<file path="config.mk">
export PLATFORM = sky130hd
export DESIGN_NAME = riscuinho_uart
export DESIGN_NICKNAME = d
export VERILOG_FILES = /design/src/rtl/riscuinho_uart_pkg.sv /design/src/rtl/riscuinho_sync_fifo.sv /design/src/rtl/riscuinho_uart.sv
export SDC_FILE = /design/constraint.sdc
export NUM_CORES = 1
export LEC_CHECK = 0
export CAP_MARGIN = 20
export CORE_ASPECT_RATIO = 0.6
export CORE_UTILIZATION = 40
export CTS_CLUSTER_SIZE = 28
export DETAILED_ROUTE_END_ITERATION = 8
export HOLD_SLACK_MARGIN = 0.06
export SLEW_MARGIN = 20
export SYNTH_ARGS = -nofsm -noshare
export SYNTH_HDL_FRONTEND = slang
export SYNTH_HIERARCHICAL = 1
export SYNTH_SLANG_ARGS = --single-unit
</file>
<file path="constraint.sdc">
create_clock -name clk -period 2.94 [get_ports clk]
set_input_delay 0.294 -clock clk [delete_from_list [all_inputs] [get_ports clk]]
set_output_delay 0.294 -clock clk [all_outputs]
set_load 0.02 [all_outputs]
</file>
<file path="src/rtl/riscuinho_uart_pkg.sv">
// Shared types and constants for the riscuinho RS232 peripheral.
// RS232_ADDR is also used by the core's address decode.
package riscuinho_uart_pkg;

    typedef enum logic [1:0] {
        IDLE  = 2'd0,
        START = 2'd1,
        DATA  = 2'd2,
        STOP  = 2'd3
    } uart_state_t;

    localparam logic [31:0] RS232_ADDR  = 32'h8000_0000;
    localparam int          DEFAULT_DIV = 868;

endpackage

</file>
<file path="src/rtl/riscuinho_sync_fifo.sv">
// Single-clock show-ahead FIFO: the head is visible on data_o whenever not empty.
// Pointers carry one extra wrap bit so full and empty are distinguishable.
module riscuinho_sync_fifo #(
    parameter int WIDTH = 8,
    parameter int DEPTH = 16
) (
    input  logic             clk,
    input  logic             rst_n,
    input  logic             push_i,
    input  logic [WIDTH-1:0] data_i,
    input  logic             pop_i,
    output logic [WIDTH-1:0] data_o,
    output logic             full_o,
    output logic             empty_o
);
    localparam int AW = $clog2(DEPTH);

    logic [AW:0]      wr_ptr_q, wr_ptr_d;
    logic [AW:0]      rd_ptr_q, rd_ptr_d;
    logic [WIDTH-1:0] mem_q [DEPTH];
    logic             do_push, do_pop;

    assign empty_o = (wr_ptr_q == rd_ptr_q);
    assign full_o  = (wr_ptr_q[AW] != rd_ptr_q[AW]) &&
                     (wr_ptr_q[AW-1:0] == rd_ptr_q[AW-1:0]);

    // A pop in the same cycle frees the slot, so a push on full still lands.
    assign do_pop  = pop_i && !empty_o;
    assign do_push = push_i && (!full_o || do_pop);

    assign data_o  = empty_o ? '0 : mem_q[rd_ptr_q[AW-1:0]];

    always_comb begin
        wr_ptr_d = wr_ptr_q;
        rd_ptr_d = rd_ptr_q;
        if (do_push) wr_ptr_d = wr_ptr_q + 1'b1;
        if (do_pop)  rd_ptr_d = rd_ptr_q + 1'b1;
    end

    always_ff @(posedge clk) begin
        if (!rst_n) begin
            wr_ptr_q <= '0;
            rd_ptr_q <= '0;
        end else begin
            wr_ptr_q <= wr_ptr_d;
            rd_ptr_q <= rd_ptr_d;
        end
    end

    always_ff @(posedge clk) begin
        if (do_push) mem_q[wr_ptr_q[AW-1:0]] <= data_i;
    end

endmodule

</file>
<file path="src/rtl/riscuinho_uart.sv">
// RS232 peripheral at RS232_ADDR: TX FIFO + 8N1 serializer, 8N1 deserializer + RX FIFO.
// RX head is presented combinationally so the core can read it in its single MEM cycle.
module riscuinho_uart
    import riscuinho_uart_pkg::*;
#(
    parameter int DIV   = DEFAULT_DIV,
    parameter int DEPTH = 16
) (
    input  logic       clk,
    input  logic       rst_n,
    input  logic       wr_en,
    input  logic [7:0] wr_data,
    input  logic       rd_en,
    output logic [7:0] rd_data,
    output logic       rd_valid,
    output logic       txd,
    input  logic       rxd,
    output logic       tx_full,
    output logic       tx_busy,
    output logic       rx_overrun,
    output logic       rx_frame_err,
    output logic       irq
);
    localparam int             CW   = $clog2(DIV);
    localparam logic [CW-1:0]  LAST = CW'(DIV - 1);
    localparam logic [CW-1:0]  HALF = CW'(DIV / 2 - 1);

    // ---------------- TX path ----------------
    uart_state_t   tx_state_q, tx_state_d;
    logic [CW-1:0] tx_cnt_q, tx_cnt_d;
    logic [2:0]    tx_bit_q, tx_bit_d;
    logic [7:0]    tx_shift_q, tx_shift_d;
    logic [7:0]    tx_head;
    logic          tx_pop, tx_empty;

    riscuinho_sync_fifo #(.WIDTH(8), .DEPTH(DEPTH)) u_tx_fifo (
        .clk     (clk),
        .rst_n   (rst_n),
        .push_i  (wr_en),
        .data_i  (wr_data),
        .pop_i   (tx_pop),
        .data_o  (tx_head),
        .full_o  (tx_full),
        .empty_o (tx_empty)
    );

    always_comb begin
        tx_state_d = tx_state_q;
        tx_cnt_d   = tx_cnt_q;
        tx_bit_d   = tx_bit_q;
        tx_shift_d = tx_shift_q;
        tx_pop     = 1'b0;
        case (tx_state_q)
            IDLE: begin
                if (!tx_empty) begin
                    tx_pop     = 1'b1;
                    tx_shift_d = tx_head;
                    tx_cnt_d   = '0;
                    tx_state_d = START;
                end
            end
            START: begin
                if (tx_cnt_q == LAST) begin
                    tx_cnt_d   = '0;
                    tx_bit_d   = '0;
                    tx_state_d = DATA;
                end else begin
                    tx_cnt_d = tx_cnt_q + CW'(1);
                end
            end
            DATA: begin
                if (tx_cnt_q == LAST) begin
                    tx_cnt_d   = '0;
                    tx_shift_d = {1'b0, tx_shift_q[7:1]};
                    if (tx_bit_q == 3'd7) tx_state_d = STOP;
                    else                  tx_bit_d   = tx_bit_q + 3'd1;
                end else begin
                    tx_cnt_d = tx_cnt_q + CW'(1);
                end
            end
            STOP: begin
                if (tx_cnt_q == LAST) begin
                    tx_cnt_d   = '0;
                    tx_state_d = IDLE;
                end else begin
                    tx_cnt_d = tx_cnt_q + CW'(1);
                end
            end
            default: tx_state_d = IDLE;
        endcase
    end

    always_ff @(posedge clk) begin
        if (!rst_n) begin
            tx_state_q <= IDLE;
            tx_cnt_q   <= '0;
            tx_bit_q   <= '0;
            tx_shift_q <= '0;
        end else begin
            tx_state_q <= tx_state_d;
            tx_cnt_q   <= tx_cnt_d;
            tx_bit_q   <= tx_bit_d;
            tx_shift_q <= tx_shift_d;
        end
    end

    // Line level is a pure decode of registered state; the current data bit sits in shift[0].
    assign txd     = (tx_state_q == START) ? 1'b0 :
                     (tx_state_q == DATA)  ? tx_shift_q[0] : 1'b1;
    assign tx_busy = !tx_empty || (tx_state_q != IDLE);

    // ---------------- RX path ----------------
    logic          rx_meta_q, rxs_q;
    uart_state_t   rx_state_q, rx_state_d;
    logic [CW-1:0] rx_cnt_q, rx_cnt_d;
    logic [2:0]    rx_bit_q, rx_bit_d;
    logic [7:0]    rx_shift_q, rx_shift_d;
    logic          rx_push, rx_full, rx_empty, rd_pop;
    logic          rx_ovr_q, rx_ovr_d, rx_ferr_q, rx_ferr_d;

    // Synchronizer idles high so reset never looks like a start bit.
    always_ff @(posedge clk) begin
        if (!rst_n) begin
            rx_meta_q <= 1'b1;
            rxs_q     <= 1'b1;
        end else begin
            rx_meta_q <= rxd;
            rxs_q     <= rx_meta_q;
        end
    end

    assign rd_pop = rd_en && !rx_empty;

    always_comb begin
        rx_state_d = rx_state_q;
        rx_cnt_d   = rx_cnt_q;
        rx_bit_d   = rx_bit_q;
        rx_shift_d = rx_shift_q;
        rx_push    = 1'b0;
        rx_ovr_d   = 1'b0;
        rx_ferr_d  = 1'b0;
        case (rx_state_q)
            IDLE: begin
                if (!rxs_q) begin
                    rx_cnt_d   = '0;
                    rx_state_d = START;
                end
            end
            START: begin
                if (rx_cnt_q == HALF) begin
                    rx_cnt_d   = '0;
                    rx_bit_d   = '0;
                    rx_state_d = rxs_q ? IDLE : DATA;
                end else begin
                    rx_cnt_d = rx_cnt_q + CW'(1);
                end
            end
            DATA: begin
                if (rx_cnt_q == LAST) begin
                    rx_cnt_d   = '0;
                    rx_shift_d = {rxs_q, rx_shift_q[7:1]};
                    if (rx_bit_q == 3'd7) rx_state_d = STOP;
                    else                  rx_bit_d   = rx_bit_q + 3'd1;
                end else begin
                    rx_cnt_d = rx_cnt_q + CW'(1);
                end
            end
            STOP: begin
                if (rx_cnt_q == LAST) begin
                    rx_cnt_d   = '0;
                    rx_state_d = IDLE;
                    if (!rxs_q)                 rx_ferr_d = 1'b1;
                    else if (!rx_full || rd_pop) rx_push  = 1'b1;
                    else                        rx_ovr_d  = 1'b1;
                end else begin
                    rx_cnt_d = rx_cnt_q + CW'(1);
                end
            end
            default: rx_state_d = IDLE;
        endcase
    end

    always_ff @(posedge clk) begin
        if (!rst_n) begin
            rx_state_q <= IDLE;
            rx_cnt_q   <= '0;
            rx_bit_q   <= '0;
            rx_shift_q <= '0;
            rx_ovr_q   <= 1'b0;
            rx_ferr_q  <= 1'b0;
        end else begin
            rx_state_q <= rx_state_d;
            rx_cnt_q   <= rx_cnt_d;
            rx_bit_q   <= rx_bit_d;
            rx_shift_q <= rx_shift_d;
            rx_ovr_q   <= rx_ovr_d;
            rx_ferr_q  <= rx_ferr_d;
        end
    end

    riscuinho_sync_fifo #(.WIDTH(8), .DEPTH(DEPTH)) u_rx_fifo (
        .clk     (clk),
        .rst_n   (rst_n),
        .push_i  (rx_push),
        .data_i  (rx_shift_q),
        .pop_i   (rd_en),
        .data_o  (rd_data),
        .full_o  (rx_full),
        .empty_o (rx_empty)
    );

    assign rd_valid     = !rx_empty;
    assign irq          = !rx_empty;
    assign rx_overrun   = rx_ovr_q;
    assign rx_frame_err = rx_ferr_q;

endmodule

</file>
==> flow_summary.ini <==
[die]
rows = 52
dieArea_sq_um = 36200
die_w_microns = 245
start_util_pct = 41.3
num_io_pins = 28
core_area_sq_um = 34300
die_y_microns = 148

[route]
wl_per_cell_microns = 21.0
drc = 0
drt_iter0_markers = 825
viasPerCell = 5.44
vias = 7947
first_pass_iters = 5
wl_mm = 30.7
antenna_left = 0

[logic_synthesis]
synth.largest_area_cell = edfxtp_1
synth_top_area_share_pct = 54.3
syn_area_sq_um = 14200
synthXorXnorAreaFrac_pct = 1.71
seq_area_frac_synth_pct = 65.3
syn_area_per_cell_sq_um = 15.1
syn-instance-count = 936
synth.ff_latch_count = 334
synth_fa_ha_area_share_pct = 1.94
synth.area.mux_share_pct = 12.7
ys_types = 71
synth_edf_count = 256
synth_top_family_by_area = multiplexers
synth_compound_area_share_pct = 5.66
ys_async_sr_fraction_pct = 0
syn_nets = 971
synthTopCellsByArea = edfxtp_1 54%, dfxtp_1 11%, mux4_2 7.6%, mux2i_1 4.6%, ha_1 1.9%
yosys_warnings = 6
synthFlopType = edfxtp_1
synth-simple-area-share_pct = 10.0

[sta]
hold_viol_final = 0
fin_tns_setup_ns = 0
worst_slew_pin_slew_ns = 0.847
grt_setup_unrepaired = false
fin_skew_ns = 0.0121
fin_crit_sh_pct = 95.3
finalCriticalPeriod_ns = 2.80
final-max-slew-violation-count = 0
setup_ws_ns = 0.137
whs_ns = 0.286
slew_headroom_pct = 43.5
max_freq_mhz = 357
finalSetupViolations = 0

[placement]
pre_cts_ws_ns = 0.192
place_congestion = 0.827
io_buffers = 27
dp_cells = 1401
hpwl_mm = 20.6

[clock_network]
clock_latency_ns = 0.58
clockRootBuffer = clkbuf_16
cts_tree = built
cts.path.max_buffers = 3
numCtsBuffers = 31
post_cts_buffers = 0
clkTransAtPathRegs_ns = 0.06
cts.sinks = 334
htree_num_levels = 1

[worst_setup_path]
crit_fanout = 16
worstSetupEndpointType = flip-flop
cp.arrival_ns = 3.03
path_class = reg -> reg
cpMostUsedCell = and3_1
critical_path.slowest_cell = or3b_2
worst-r2r-setup-slack_ns = 0.14
crit_path_cell_trace = or3b_2 > nor3_2 > and3_1 > and3_1 > a21boi_4 > buf_12 > and3_1
start_kind = flip-flop
critical-path-max-stage-delay_ns = 0.53
critPathRequiredTime_ns = 3.17

[status]
status = complete, no violations

[grt]
grt_max_degree = 79
grt_pass1_vias = 7652
antenna_found_initial = 0
grt-ovfl-total = 0
grt_pass1_wl_mm = 47.1
grtUsageTotal_pct = 17.3

[layout]
final_cell_mix = 256 x edfxtp_1, 74 x dfxtp_1, 65 x mux2i_1, 58 x nand2_1, 48 x mux4_2
final_common_cell = edfxtp_1
fin_cells = 1460
final_nets = 1012
drive_gt1_share_pct = 16.5
antenna_cells = 0
syn_to_final_growth_pct = 14.2

[power]
p_per_area_nw_per_um2 = 684
power.leakage_uw = 0.00554
vdd_drop_max_mv = 0.499
finalPower_uw = 11100

[run]
cap_violations = 0

[min_path]
hold_path_class = in -> reg
==> final timing paths <==
path | start | endpoint | depth (start not counted)
worst max-delay path | rx_cnt_q[2] | u_rx_fifo/mem_q[5][3] | 7
worst min-delay path | rxd | rx_meta_q | 2
worst max register to register | rx_cnt_q[2] | u_rx_fifo/mem_q[5][3] | 7
worst min register to register | rx_meta_q | rxs_q | 1
==> where the power goes <==
part / switching, uW / internal (uW)
Sequential: 90.2 / 5140
Clock: 1760 / 2660
Combinational: 797 / 608
Total: 2650 / 8410
==> metrics by stage <==
stage | instance area [sq um] | util (%)
global route | 16200 | 47.1
CTS | 16100 | 47.1
global placement | 15000 | 43.7
floorplan | 14200 | -
detailed placement | 15000 | 43.7
finish | 16200 | 47.1
==> cells in the mapped netlist, drive strengths merged, types with 8 or more instances <==
master	count
o21ai	17
o211a	9
nand2	59
a21oi	21
buf	31
nor2	39
xnor2	14
nand2b	13
clkbuf	17
a31oi	10
xor2	11
and2	19
and3	32
o2111ai	10
nand3	25
mux2i	65
nor2b	24
inv	22
ha	22
mux4	48
dfxtp	78
or2	13
nor3	8
edfxtp	256
==> what timing repair did <==
item | in CTS | in global routing
hold buffers | 1 | 0
setup endpoints to repair | 7 | 3
endpoints found under the hold margin | 1 | 0
cloned | 1 | 0
pin swaps | 0 | 0
resized for setup | 8 | 2
==> metal layers <==
layer / global-route usage (%) / vias to the layer above / wire (microns)
met5: 0 / - / 0
li1: - / 3657 / -
met1: 28.8 / 4014 / 16300
met4: 3.34 / 0 / 508
met3: 5.50 / 36 / 2600
met2: 21.1 / 240 / 11300
==> registers in the layout, summed over array words and instances, names as in the netlist, 5 cells and up, named ones only <==
register	count
rx_shift_q	8
u_tx_fifo/mem_q	128
u_rx_fifo/wr_ptr_q	5
rx_cnt_q	10
u_rx_fifo/mem_q	128
u_tx_fifo/rd_ptr_q	5
tx_cnt_q	10
u_tx_fifo/wr_ptr_q	5
u_rx_fifo/rd_ptr_q	5
tx_shift_q	8
==> logic make-up (layout without fill, tap and decap cells) <==
family,count (synthesis),in the layout
AND/OR/NAND/NOR,260,260
buffers and inverters,71,136
multiplexers,119,119
flip-flops,334,334
AO/OA/AOI/OAI,105,105
XOR/XNOR,25,25
adder cells (fa/ha/maj),22,22
==> critical path: cells and delay by family, from the launching register on <==
kind | cells | cell delay [ns]
AND/OR/NAND/NOR | 5 | 1.72
flip-flops | 1 | 0.36
AO/OA/AOI/OAI | 1 | 0.21
buffers and inverters | 1 | 0.17
==> final cells by class <==
| type | count | area [sq um] |
|---|---|---|
| fill | 2934 | 18100 |
| sequential | 334 | 9250 |
| multi-input combinational | 531 | 4540 |
| clock buffer | 35 | 801 |
| timing repair buffer | 56 | 578 |
| tap | 459 | 574 |
| clock inverter | 22 | 324 |
| inverter | 23 | 86.3 |
Note: power is estimated with default switching activity, not from simulation.
